## src/rtl/shift_sequencer.sv

```systemverilog
// Row-by-row controller for the 1056-bit circular shifter: fetches one command per row,
// drives the shifter control pins, waits for a fresh completion and strobes row capture.
module shift_sequencer #(
  parameter int ROWS       = 33,
  parameter int TIMEOUT    = 16,
  parameter int GAP_CYCLES = 2,
  localparam int IDX_W     = (ROWS > 1) ? $clog2(ROWS) : 1,
  localparam int GAP_W     = (GAP_CYCLES > 1) ? $clog2(GAP_CYCLES + 1) : 1
) (
  input  logic             clk,
  input  logic             rst,
  input  logic             start,
  input  logic             abort,
  input  logic             cmd_valid,
  output logic             cmd_ready,
  input  logic             cmd_dir,
  input  logic [5:0]       cmd_step,
  input  logic             cmd_bypass,
  output logic             shift_enable,
  output logic             direct_connection,
  output logic             shift_direction,
  output logic [5:0]       step_size,
  input  logic             shift_ready,
  output logic [IDX_W-1:0] row_idx,
  output logic             row_done,
  output logic             busy,
  output logic             done,
  output logic             err,
  output logic [1:0]       err_code
);

  typedef enum logic [2:0] {
    S_IDLE, S_FETCH, S_ISSUE, S_WAIT, S_GAP, S_DONE, S_ERR
  } state_t;

  localparam logic [IDX_W-1:0] LAST_ROW = IDX_W'(ROWS - 1);
  localparam logic [7:0]       TO_LAST  = 8'(TIMEOUT - 1);
  localparam logic [GAP_W-1:0] GAP_LAST = GAP_W'(GAP_CYCLES - 1);
  localparam logic [1:0]       ERR_TIMEOUT = 2'd1;
  localparam logic [1:0]       ERR_STEP    = 2'd2;

  state_t           state;
  logic             bypass_q;
  logic             seen_low;
  logic [7:0]       to_cnt;
  logic [GAP_W-1:0] gap_cnt;

  // A bypassed row skips the shifter entirely, so its step field is don't-care.
  function automatic logic step_illegal(input logic [5:0] step, input logic bypass);
    return !bypass && (step > 6'd32);
  endfunction

  always_ff @(posedge clk or posedge rst) begin
    if (rst) begin
      state             <= S_IDLE;
      bypass_q          <= 1'b0;
      seen_low          <= 1'b0;
      to_cnt            <= '0;
      gap_cnt           <= '0;
      cmd_ready         <= 1'b0;
      shift_enable      <= 1'b0;
      direct_connection <= 1'b0;
      shift_direction   <= 1'b0;
      step_size         <= '0;
      row_idx           <= '0;
      row_done          <= 1'b0;
      busy              <= 1'b0;
      done              <= 1'b0;
      err               <= 1'b0;
      err_code          <= '0;
    end else if (abort) begin
      state             <= S_IDLE;
      cmd_ready         <= 1'b0;
      shift_enable      <= 1'b0;
      direct_connection <= 1'b0;
      row_done          <= 1'b0;
      busy              <= 1'b0;
      done              <= 1'b0;
      err               <= 1'b0;
      err_code          <= '0;
    end else begin
      row_done <= 1'b0;
      done     <= 1'b0;
      case (state)
        S_IDLE: begin
          if (start) begin
            state     <= S_FETCH;
            row_idx   <= '0;
            cmd_ready <= 1'b1;
            busy      <= 1'b1;
          end
        end
        S_FETCH: begin
          if (cmd_valid) begin
            shift_direction <= cmd_dir;
            step_size       <= cmd_step;
            bypass_q        <= cmd_bypass;
            cmd_ready       <= 1'b0;
            if (step_illegal(cmd_step, cmd_bypass)) begin
              state    <= S_ERR;
              err      <= 1'b1;
              err_code <= ERR_STEP;
              busy     <= 1'b0;
            end else begin
              state <= S_ISSUE;
            end
          end
        end
        S_ISSUE: begin
          shift_enable      <= !bypass_q;
          direct_connection <= bypass_q;
          seen_low          <= 1'b0;
          to_cnt            <= '0;
          state             <= S_WAIT;
        end
        S_WAIT: begin
          // A ready level still high from the previous row only counts after a low sample.
          to_cnt <= to_cnt + 8'd1;
          if (!shift_ready) seen_low <= 1'b1;
          if (shift_ready && seen_low) begin
            row_done          <= 1'b1;
            shift_enable      <= 1'b0;
            direct_connection <= 1'b0;
            gap_cnt           <= '0;
            state             <= S_GAP;
          end else if (to_cnt == TO_LAST) begin
            shift_enable      <= 1'b0;
            direct_connection <= 1'b0;
            err               <= 1'b1;
            err_code          <= ERR_TIMEOUT;
            busy              <= 1'b0;
            state             <= S_ERR;
          end
        end
        S_GAP: begin
          if (gap_cnt == GAP_LAST) begin
            if (row_idx == LAST_ROW) begin
              done  <= 1'b1;
              state <= S_DONE;
            end else begin
              row_idx   <= row_idx + IDX_W'(1);
              cmd_ready <= 1'b1;
              state     <= S_FETCH;
            end
          end else begin
            gap_cnt <= gap_cnt + GAP_W'(1);
          end
        end
        S_DONE: begin
          busy  <= 1'b0;
          state <= S_IDLE;
        end
        S_ERR: begin
          if (start) begin
            err       <= 1'b0;
            err_code  <= '0;
            row_idx   <= '0;
            cmd_ready <= 1'b1;
            busy      <= 1'b1;
            state     <= S_FETCH;
          end
        end
        default: state <= S_IDLE;
      endcase
    end
  end

endmodule
```

## config.mk

```make
export PLATFORM = sky130hd
export DESIGN_NAME = shift_sequencer
export DESIGN_NICKNAME = d
export VERILOG_FILES = /design/src/rtl/shift_sequencer.sv
export SDC_FILE = /design/constraint.sdc
export NUM_CORES = 1
export LEC_CHECK = 0
export BUFFER_PORTS_ARGS = -buffer_cell sky130_fd_sc_hd__buf_2
export CAP_MARGIN = 5
export CORE_MARGIN = 8
export CORE_UTILIZATION = 57
export CTS_BUF_LIST = sky130_fd_sc_hd__clkbuf_8
export DETAILED_ROUTE_END_ITERATION = 12
export GPL_TIMING_DRIVEN = 0
export HOLD_SLACK_MARGIN = 0.08
export PLACE_DENSITY = 0.81
export REMOVE_ABC_BUFFERS = 1
export SYNTH_ARGS = -nofsm -noshare
export SYNTH_HDL_FRONTEND = slang
export SYNTH_SLANG_ARGS = --single-unit
```

## constraint.sdc

```tcl
create_clock -name clk -period 1.8 [get_ports clk]
set_input_delay 0.09 -clock clk [delete_from_list [all_inputs] [get_ports clk]]
set_output_delay 0.09 -clock clk [all_outputs]
set_load 0.005 [all_outputs]
```

; Word-level counts from Yosys, hierarchy flattened
; Cells that the tools add are included.
[classes]
n_lt_le_gt_ge = 1
bitwise = 1
n_eq_ne = 24
add_sub_neg = 3
muxes = 57
reduce_logical = 23
[ops]
columns = cell, count
row1 = $mux W1, 27
row2 = $mux W3, 8
row3 = $ne A3 B3 Y1 const B, 7
row4 = $mux W6, 3
row5 = $mux W2, 8
row6 = $pmux W8 S2, 1
row7 = $pmux W3 S5, 1
row8 = $pmux W6 S2, 1
row9 = $reduce_and A6 Y1, 2
row10 = $ne A2 B2 Y1 const B, 5
row11 = $reduce_and A5 Y1, 2
row12 = $eq A3 B3 Y1 const B, 3
row13 = $add A8 B1 Y8 const B, 1
row14 = $eq A8 B4 Y1 const B, 1
row15 = $reduce_and A4 Y1, 2
row16 = $reduce_bool A4 Y1, 2
row17 = $add A6 B1 Y6 const B, 1
row18 = $eq A3 B2 Y1 const B, 2
row19 = $eq A6 B6 Y1 const B, 1
row20 = $gt A6 B6 Y1 const B, 1
row21 = $pmux W1 S2, 3
row22 = $pmux W1 S3, 2
row23 = $pmux W2 S3, 1
row24 = $reduce_and A3 Y1, 2
row25 = other kinds (17), 22
[word_totals]
out_inout_bits = 22
register_bits = 37
input_bits = 14

; Logic depth before layout (Yosys ltp)
[depth]
word_depth = 6
ltp_mapped = 7

; Worst setup path after synthesis
; No wires, ideal clock.
[synth_timing]
path_type = register to register
startpoint = register to_cnt[0]
endpoint = register state[0]
setup_ps = 125
period_less_slack_ps = 1642
n_path_buf = 0
t_arrival_ps = 1517
path_slack_ps = 158
t_required_ps = 1675
path_stages_with_launch = 7
cell_sequence = dfrtp_1 > ha_1 > and3_1 > a221oi_2 > nor2_2 > nand2_1 > mux2_2
[synth_between]
elab_chain_len = 3
[synth_lines]
columns = element, line_no
row1 = from (decl), 45  ; logic [7:0] to_cnt;
row2 = from (signal assigned), 118  ; to_cnt <= to_cnt + 8'd1;
row3 = $eq A8 B4 Y1, 126  ; end else if (to_cnt == TO_LAST) begin
row4 = $ne A4 B4 Y1 (no source line), --
row5 = $reduce_and A4 Y1 (no source line), --
row6 = to (signal assigned), 125  ; state <= S_GAP;
row7 = to (signal assigned), 132  ; state <= S_ERR;
row8 = to (signal assigned), 139  ; state <= S_DONE;
row9 = to (decl), 42  ; state_t state;
; Every way passes these cells.
; A chain may end at the register's enable or synchronous reset.

; Worst setup path in the final report
[layout_timing]
startpoint = register state[1]
endpoint = register row_idx[3]
[layout_between]
elab_chain_len = 4
[layout_lines]
columns = element, line_no
row1 = from (signal assigned), 55  ; state <= S_IDLE;
row2 = from (signal assigned), 72  ; state <= S_IDLE;
row3 = from (signal assigned), 87  ; state <= S_FETCH;
row4 = $eq A3 B3 Y1 or $logic_not A3 Y1 (tied branches), 84  ; case (state)
row5 = $reduce_or A2 Y1 (no source line), --
row6 = $ne A2 B1 Y1 (no source line) or $reduce_bool A2 Y1 (tied branches), --
row7 = $reduce_and A5 Y1 (no source line), --
row8 = to (signal assigned), 141  ; row_idx <= row_idx + IDX_W'(1);
row9 = to (decl), 24  ; output logic [IDX_W-1:0] row_idx,
; Parallel ways exist; a longest one is shown, timed or not.

==> reports/metrics.sh <==
BOUNDARYPINS=36
ANTENNA_FOUND_INITIAL=0
HTREE_LEVELS=2
SYNTH.CELL_AREA_SQ_MM=0.00198
CTS_BUFFERS=5
GRTUSAGETOTAL_PCT=18.2
FINAL_MAX_SLEW_VIOL_COUNT=0
CLOCK_POWER_SHARE_PCT=24.1
FIRST_PASS_GRT_WIRE_LENGTH_MICRONS=7790
POSTLAYOUTCELLAREA_SQ_MM=0.00268
POWER.SEQUENTIAL.FRACTION_PCT=35.9
GP_ROUTABILITY_CONGESTION=0.815
POST_SYNTHESIS_SEQUENTIAL_AREA_RATIO_PCT=46.9
CLOCKROOTBUFFER='sky130_fd_sc_hd__clkbuf_8'
SYNTH_EDF_COUNT=0
FINALWORSTSETUPSLACK_PS=-65.9
FIN_CRIT_SH_PCT=104
N_FILL_CELL=206
PORTBUFFERS=35
DIE_X_MICRONS=74.9
SYNTH-ASYNC-RESET-RATIO_PCT=100
DIE_AREA_SQ_MM=0.00561
SYN-INSTANCE-COUNT=193
TIMING.FINAL.CRIT_PERIOD_PS=1870
STD_CELL_ROWS=21
DRCVIOLATIONCOUNT=0
ANT_NETS=0
DRIVE_GT1_SHARE_PCT=43.1
LARGEST_NET_DEGREE_AT_THE_START_OF_GLOBAL_ROUTING=24
P_INT_mW=2.37
IR_DROP_mV=0.992
WORST-ENDPOINT-REQUIRED_PS=2030
FIN_SETUP_TNS_PS=-131
GRT_PASS1_VIAS=1652
ROUTE.VIAS.TOTAL=1818
ANTENNADIODECOUNT=0
YOSYS_MOST_USED_DFF='sky130_fd_sc_hd__dfrtp_1'
WORST-ENDPOINT-ARRIVAL_PS=2100
MOSTFREQUENTLAYOUTCELL='sky130_fd_sc_hd__buf_2'
NETLIST-CELL-TYPE-COUNT=49
CRITICAL_PATH.STARTPOINT_TYPE='flop'
CTS_SINKS=37
AVG_WL_PER_CELL_MICRONS=18.1
VIOLATIONS_IN_THE_FINAL_REPORTS='setup timing'
DETAIL_ROUTE.ITER0.VIOLATIONS=136
DRV.MAX_CAP_VIOLATION_COUNT=0
HOLD_PATH_CLASS='input port to flop'
POWER.DENSITY_mW_PER_MM2=1340
MOST-COMMON-LAYOUT-CELLS='sky130_fd_sc_hd__buf_2 (35), sky130_fd_sc_hd__dfrtp_1 (32), sky130_fd_sc_hd__buf_4 (24), sky130_fd_sc_hd__nor2_1 (19)'
AREA_DELTA_SYNTH_FINAL_PCT=35.6
HOLD_VIOL_FINAL=0
CLK_LATENCY_PS=300
POST_SYNTHESIS_SEQUENTIAL_ELEMENT_COUNT=37
YS.WARNINGS.COUNT=0
GRT_SETUP_UNREPAIRED='yes'
P_SW_mW=1.22
TRITONCTS_CLOCK_TREE='built'
MAXSLEWHEADROOM_PCT=57.9
CORE_AREA_SQ_MM=0.00334
SYN_AVG_CELL_AREA_SQ_UM=10.2
SETUP_VIOLATIONS=4
CTSLONGESTPATHBUFFERS=2
FIN_SKEW_PS=7.06
POWER.STATIC_LEAKAGE_nW=1.25
POWER.SHARE.COMBINATIONAL_PCT=40.0
ACTUAL_TRANSITION_AT_THE_WORST_MAX_TRANSITION_PIN_PS=630
DPL.HPWL_MICRONS=2970
FIRST_PASS_ITERS=4
CLK_PIN_SLEW_PS=80
ROUTE.FINAL.WIRE_LENGTH_MICRONS=5570
CRITPATHKIND='flop to flop'
FIN_NETS=279
RUN_STATUS='finished, violations left'
FMAXACHIEVABLE_MHz=536
DPL_CELL_AREA_SQ_MM=0.00218
FINAL_GLOBAL_ROUTE_OVERFLOW_TOTAL=0
CP-END-KIND='flop'
DIEHEIGHT_MICRONS=74.9
WORSTPATHMAXFANOUT=9
POWER_SWITCHING_SHARE_PCT=34.1
DRT-VIAS-PER-INSTANCE=5.90
FLOORPLAN.INITIALDENSITY_PCT=59.2
## per-layer routing
layer | vias up | GRT usage [%] | part of all wire [%]
met5 | - | 0 | 0
met4 | 0 | 7.39 | 2.0
li1 | 820 | - | -
met1 | 906 | 22.3 | 40
met3 | 11 | 5.33 | 6.5
met2 | 81 | 29.2 | 51
## worst paths after layout
check                            startpoint      endpoint  slack, ps  cells past startpoint
worst max-delay path               state[1]    row_idx[3]        -70                      5
worst min-delay path            shift_ready      seen_low        160                      4
worst max register to register     state[1]    row_idx[3]        -70                      5
worst min register to register   gap_cnt[0]    gap_cnt[0]        500                      1
max in group asynchronous               rst      state[0]        840                      4
min in group asynchronous               rst  shift_enable        430                      3
## logic make-up after synthesis
group	synth area share, %
AOI/OAI and AO/OA	13.2
adders and majority gates	2.53
buffers and inverters	3.99
and+or+nand+nor	23.3
muxes	7.85
DFF	46.9
xor gates and xnor gates	2.22
## per-stage QoR
step	hold slack [ps]	util (%)	power [mW]	cells	setup slack [ps]
after floorplan	198	-	1.93	185	50.6
after global placement	326	64.5	2.23	266	-125
after detailed placement	190	65.3	2.29	267	-144
after CTS	120	73.4	3.20	285	0.695
after global routing	174	80.3	3.77	308	-153
final	158	80.3	3.59	308	-65.9
## sequential cells by signal (all words and copies together) (netlist names), 2 cells and up
register / count
gap_cnt: 2
state: 3
step_size: 6
err_code: 2
to_cnt: 8
row_idx: 6
## worst max-delay path, stage by stage (launching register included)
cell and delay, ps:
sky130_fd_sc_hd__dfrtp_2 460, sky130_fd_sc_hd__nand2b_2 260, sky130_fd_sc_hd__nor3_4 380, sky130_fd_sc_hd__a21oi_4 150
sky130_fd_sc_hd__or3_1 380, sky130_fd_sc_hd__a21oi_2 150
## cells in the mapped netlist (3+ instances only)
master / count / share of area [%]
sky130_fd_sc_hd__dfrtp_1: 37 / 47
sky130_fd_sc_hd__nor2_1: 19 / 3.6
sky130_fd_sc_hd__nand2_1: 17 / 3.2
sky130_fd_sc_hd__o21ai_0: 16 / 4.1
sky130_fd_sc_hd__a21oi_1: 11 / 2.8
sky130_fd_sc_hd__mux2_2: 11 / 6.3
sky130_fd_sc_hd__nand2b_1: 7 / 2.2
sky130_fd_sc_hd__inv_1: 6 / 1.1
sky130_fd_sc_hd__nand3_1: 6 / 1.5
sky130_fd_sc_hd__nor3_1: 5 / 1.3
sky130_fd_sc_hd__ha_1: 4 / 2.5
sky130_fd_sc_hd__buf_2: 3 / 0.76
sky130_fd_sc_hd__or3_1: 3 / 0.95
sky130_fd_sc_hd__xnor2_1: 3 / 1.3
## repair_timing
action	4_1_cts	5_1_grt
hold buffers	9	0
hold endpoints to repair	22	0
setup endpoints to repair	23	24
gates cloned	0	0
buffers inserted	1	23
pin swaps	1	7
resized for setup	10	17
## layout make-up
cell class / instances / area [sq um] / area share (%)
inverters: 6 / 22.5 / 0.841
flip-flops and latches: 37 / 935 / 34.9
repair buffers: 69 / 473 / 17.7
well taps: 46 / 57.6 / 2.15
clock buffers: 5 / 68.8 / 2.57
clock inverters: 3 / 65.1 / 2.43
multi-input cells: 142 / 1060 / 39.5
## power by group through the flow
stage	Combinational (mW)	Clock, mW	Sequential [mW]
2_1_floorplan	0.635	0	1.29
3_3_place_gp	0.917	0	1.31
3_5_place_dp	0.965	0	1.33
4_1_cts	0.999	0.871	1.33
5_1_grt	1.55	0.908	1.31
6_report	1.44	0.867	1.29
Power figures use the tool's default switching activity.
